$ cat config.mk
export PLATFORM = sky130hd
export DESIGN_NAME = lcd_text_renderer
export DESIGN_NICKNAME = d
export VERILOG_FILES = /design/src/rtl/lcd_text_renderer.sv
export SDC_FILE = /design/constraint.sdc
export NUM_CORES = 1
export LEC_CHECK = 0
export ABC_AREA = 1
export ABC_CLOCK_PERIOD_IN_PS = 1100
export CAP_MARGIN = 15
export CELL_PAD_IN_SITES_DETAIL_PLACEMENT = 1
export CELL_PAD_IN_SITES_GLOBAL_PLACEMENT = 2
export CORE_MARGIN = 8
export CORE_UTILIZATION = 31
export CTS_CLUSTER_SIZE = 20
export DETAILED_ROUTE_END_ITERATION = 8
export DONT_BUFFER_PORTS = 1
export HOLD_SLACK_MARGIN = 0.15
export PLACE_DENSITY = 0.85
export SYNTH_ARGS = -nofsm -noshare
export SYNTH_HDL_FRONTEND = slang
export SYNTH_SLANG_ARGS = --single-unit
$ cat constraint.sdc
create_clock -name clock -period 1.1 [get_ports clock]
set_clock_uncertainty 0.1 [all_clocks]
set_input_delay 0.055 -clock clock [delete_from_list [all_inputs] [get_ports clock]]
set_output_delay 0.055 -clock clock [all_outputs]
set_load 0.02 [all_outputs]
$ cat src/rtl/lcd_text_renderer.sv
// rtl/lcd_text_renderer.sv - 8x8 character-cell text renderer for an RGB888 LCD pixel stream
//
// Purpose:
//   Turns a raster pixel stream (de/hs/vs + x/y) into rendered text pixels.
//   The pixel position selects an 8x8 character cell. An external character
//   generator supplies the code for that cell. An external synchronous font
//   ROM supplies the glyph line. Each glyph bit becomes FG_COLOR or BG_COLOR.
//   One pixel is accepted per clock with no stalls. Every input cycle N
//   appears at the outputs during cycle N+4.
//
// Ports:
//   clock         sole clock, rising edge
//   reset         synchronous, active-high; clears every pipeline register
//   in_de         data enable, pixel (in_x,in_y) is visible
//   in_hs/in_vs   sync strobes, delayed by 4 cycles to out_hs/out_vs
//   in_x/in_y     pixel column 0..799 / row 0..479
//   column/row    character cell to the character generator (valid N+1)
//   character     character code from the generator (combinational from column/row)
//   font_address  {character, glyph line} to the font ROM (valid N+2)
//   font_data     glyph line from the ROM (valid N+3), bit 7 = leftmost pixel
//   out_de/hs/vs  delayed de/hs/vs (valid N+4)
//   out_rgb       rendered pixel colour (valid N+4), black while out_de = 0

module lcd_text_renderer #(
    parameter logic [23:0] FG_COLOR = 24'hFFFFFF,
    parameter logic [23:0] BG_COLOR = 24'h000000
) (
    input  logic        clock,
    input  logic        reset,
    input  logic        in_de,
    input  logic        in_hs,
    input  logic        in_vs,
    input  logic [9:0]  in_x,
    input  logic [9:0]  in_y,
    output logic [6:0]  column,
    output logic [5:0]  row,
    input  logic [6:0]  character,
    output logic [9:0]  font_address,
    input  logic [7:0]  font_data,
    output logic        out_de,
    output logic        out_hs,
    output logic        out_vs,
    output logic [23:0] out_rgb
);

    // Stage 1 (valid N+1): cell address and the in-cell pixel offsets
    logic [6:0]  r_column;
    logic [5:0]  r_row;
    logic [2:0]  r_y_sub1;

    // Pixel-within-glyph column, carried until the glyph line arrives in N+3
    logic [2:0]  r_x_sub1;
    logic [2:0]  r_x_sub2;
    logic [2:0]  r_x_sub3;

    // Stage 2 (valid N+2): font ROM address
    logic [9:0]  r_font_address;

    // Timing strobes. Bit k holds the cycle-N value during cycle N+k+1.
    logic [3:0]  r_de_pipe;
    logic [3:0]  r_hs_pipe;
    logic [3:0]  r_vs_pipe;

    // Stage 4 (valid N+4): rendered colour
    logic [23:0] r_rgb;

    logic        w_pixel_on;
    logic        w_unused_y_msb;

    // Rows 480..511 never occur, so the top row bit is not part of the cell address
    assign w_unused_y_msb = in_y[9];

    // Bit 7 of the glyph line is the leftmost pixel of the cell
    assign w_pixel_on = font_data[3'd7 - r_x_sub3];

    always_ff @(posedge clock) begin
        if (reset) begin
            r_column       <= '0;
            r_row          <= '0;
            r_y_sub1       <= '0;
            r_x_sub1       <= '0;
            r_x_sub2       <= '0;
            r_x_sub3       <= '0;
            r_font_address <= '0;
            r_de_pipe      <= '0;
            r_hs_pipe      <= '0;
            r_vs_pipe      <= '0;
            r_rgb          <= '0;
        end else begin
            // Addresses update during blanking as well. They are unused then,
            // but they stay deterministic.
            r_column       <= in_x[9:3];
            r_row          <= in_y[8:3];
            r_y_sub1       <= in_y[2:0];
            r_x_sub1       <= in_x[2:0];
            r_x_sub2       <= r_x_sub1;
            r_x_sub3       <= r_x_sub2;
            r_font_address <= {character, r_y_sub1};
            r_de_pipe      <= {r_de_pipe[2:0], in_de};
            r_hs_pipe      <= {r_hs_pipe[2:0], in_hs};
            r_vs_pipe      <= {r_vs_pipe[2:0], in_vs};
            // r_de_pipe[2] is the cycle-N de, seen during N+3 alongside font_data
            if (r_de_pipe[2]) begin
                r_rgb <= w_pixel_on ? FG_COLOR : BG_COLOR;
            end else begin
                r_rgb <= 24'h000000;
            end
        end
    end

    assign column       = r_column;
    assign row          = r_row;
    assign font_address = r_font_address;
    assign out_de       = r_de_pipe[3];
    assign out_hs       = r_hs_pipe[3];
    assign out_vs       = r_vs_pipe[3];
    assign out_rgb      = r_rgb;

endmodule

==> metrics.md <==
| Metric | Value |
|---|---|
| Die area | `7790 sq um` |
| Final hold vios | `0` |
| Initial DRC Count | `34` |
| Num rows | `26` |
| WL/cell | `approximately 12 um` |
| GRT Residual Overflow | `0` |
| Pwr dens | `1570 nW/um^2` |
| Fmax | `803 MHz` |
| CP max-delay cell | `buf_16` |
| Multi-input logic area | `around 250 sq um` |
| Clock Power Share | `33.4%` |
| Outcome | `finished with violations` |
| Critical Path RT | `around 940 ps` |
| Max clock buf depth | `2` |
| FF-to-FF path depth | `6` |
| Mapped Area | `between 1500 and 2000 sq um` |
| Area Overhead vs Synth | `26.2%` |
| Sequential Area | `966 sq um` |
| Total core area | `5070 sq um` |
| Int Pwr | `2.46 mW` |
| Die W | `88.3 um` |
| Maximum vdd drop | `0.616 mV` |
| Number of CTS-inserted buffers | `5` |
| Hpwl dp | `2100 um` |
| Reg2Reg Setup Slack | `170 ps` |
| CP startpoint | `out_rgb[22]$_SDFF_PP0_` |
| Total of max-cap violations | `0` |
| Failing checks | `negative setup slack` |
| Largest net degree at the start of global routing | `36` |
| Critical-path cell list | `buf_16` |
| Postcts setup bufs | `0` |
| Nets | `257` |
| WP buf/inv | `1` |
| Critical path capture point | `out_rgb[21]` |
| Routed Antenna Nets | `0` |
| Yosys warning count | `0` |
| CP endpoint kind | `output pin` |
| Vias | `between 1000 and 1500` |
| RR Endpoint | `out_rgb[22]$_SDFF_PP0_` |
| Post-DP Area | `approximately 1500 sq um` |
| R2R Path Start | `r_x_sub3[0]$_SDFF_PP0_` |
| Vias in the first global route | `1177` |
| CTS Sinks | `48` |
| Clk_lat worst skew | `~290 ps` |
| Post-Syn Instances | `197` |
| Net Sw Power | `749 uW` |
| CTS H-tree lvls | `2` |
| TritonCTS clock tree | `done` |
| Pre-CTS setup slack | `about 120 ps` |
| # fillers | `608` |
| Post-synthesis net count | `237` |
| Vias per inst | `3.81` |
| Starting Density | `31.9%` |
| DRT Wirelength | `3390 um` |
| Stages on worst setup path | `1` |
| Worst-Margin Slew | `236 ps` |
| DRC | `0` |
| Setup CP Type | `reg -> out` |
| Final Core Density | `40.3%` |
| GRT Util Overall | `9.07%` |
| Share of cells above drive strength 1 | `under 10%` |
| Sequential share of the synthesized area | `59.4%` |
| Final WS setup | `-145 ps` |
| DR pass1 iterations | `2` |
| Final worst-path cycle share | `113%` |
| Fin crit period | `1250 ps` |
| First-pass GRT wire length | `around 5300 um` |
| CP startpoint kind | `flip-flop` |
| Combinational Power Share | `7.4%` |
| CP Max Fanout | `23` |
| Seq cells post-synth | `48` |
| Final max-slew violation count | `0` |
| LEAKAGE | `1.01 nW` |
| CP max stage delay | `410 ps` |
| # IOs | `90` |
| Cell family with most CP delay | `buffers and inverters` |
| Final setup viols | `23` |
| Reg power frac | `between 50% and 60%` |
| RSZ-0062 raised after global routing | `yes` |
| Diode count | `0` |
| Post-Layout Inst Area | `2040 sq um` |
| Initial antenna violation count | `0` |
| Relative slew slack | `84.3%` |
| Distinct cells, synth | `8` |
| Syn avg cell area | `8.22 sq um` |
| Clk slew on worst S/H paths | `80 ps` |
| CTS Root Cell | `clkbuf_8` |
| Min-Delay Path Class | `in -> reg` |
| Setup TNS Final | `-3260 ps` |
| WP data arrival | `1090 ps` |
| Gpl congestion | `roughly 0.64` |
| DIE HEIGHT | `88.3 um` |
| IO buf count | `0` |
| Switching share of power | `a little under a quarter` |
## flip-flops by register name, indices dropped and copies added, names as in the netlist
signal        cells
column            7
font_address     10
out_rgb           1
r_de_pipe         4
r_hs_pipe         4
r_vs_pipe         4
r_x_sub1          3
r_x_sub2          3
r_x_sub3          3
r_y_sub1          3
row               6
## timing repair
item / CTS / global route
hold buffers: 39 / 0
gates resized for setup: 1 / 1
endpoints found under the setup margin: 23 / 24
endpoints found under the hold margin: 48 / 0
## routing by layer
| layer | wire (um) | global-route usage [%] |
|---|---|---|
| met1 | 1240 | 8.33 |
| met2 | 1770 | 16.5 |
| met3 | 352 | 4.64 |
| met4 | 29 | 3.69 |
| met5 | 0 | 0 |
## power groups by stage
stage	clock network (mW)	registers, mW	logic [mW]
after floorplan	0	1.93	0.123
after global placement	0	1.94	0.0998
after detailed placement	0	1.94	0.106
after CTS	1.13	1.90	0.240
after global routing	1.19	1.91	0.273
final	1.07	1.90	0.238
## metrics by stage
stage	std cells	power [mW]	hold slack (ps)
after floorplan	197	2.06	37.4
after global placement	241	2.04	31.1
after detailed placement	241	2.05	33.5
after CTS	288	3.27	248
after global routing	288	3.37	247
final	288	3.21	262
## final cells by class
class	instances	share of cell area (%)
multi-input cells	64	12.1
clock buffers	7	4.23
clock inverters	1	0.367
flip-flops and latches	48	47.3
repair buffers	41	21.3
well taps	70	4.29
inverters	57	10.5
## cell usage after synthesis
cell,instances,area (sq um)
inv_1,56,210
nor2_1,49,184
dfxtp_1,48,961
buf_4,23,173
nand2_1,10,37.5
buf_2,5,25.0
nand3_1,5,25.0
inv_2,1,3.75
## how the worst min path moves through the flow
| stage | from | endpoint | slack (ps) | cells past startpoint |
|---|---|---|---|---|
| global route | reset | r_y_sub1[1]$_SDFF_PP0_ | 250 | 2 |
| global placement | reset | row[3]$_SDFF_PP0_ | 30 | 1 |
| finish | reset | r_y_sub1[0]$_SDFF_PP0_ | 260 | 2 |
| floorplan | reset | r_de_pipe[3]$_SDFF_PP0_ | 40 | 1 |
| detailed placement | reset | font_address[0]$_SDFF_PP0_ | 30 | 1 |
| CTS | reset | row[2]$_SDFF_PP0_ | 250 | 2 |
## layout by cell type (no fill, tap or decap)
| cell type | instances |
|---|---|
| buf_16 | 1 |
| inv_2 | 1 |
| inv_1 | 56 |
| nor2_1 | 49 |
| nand3_1 | 5 |
| clkbuf_8 | 6 |
| buf_12 | 1 |
| buf_4 | 1 |
| dfxtp_4 | 1 |
| dfxtp_2 | 1 |
| nand2_1 | 10 |
| clkinvlp_4 | 1 |
| dfxtp_1 | 46 |
| clkbuf_1 | 1 |
| dlygate4sd3_1 | 38 |
## cell families (layout without fill, tap and decap cells)
family        after synthesis  in the layout  share of synthesized area, %
simple gates               64             64                          15.2
buf+inv                    85            106                          25.4
flops                      48             48                          59.4
Power figures use the tool's default switching activity.
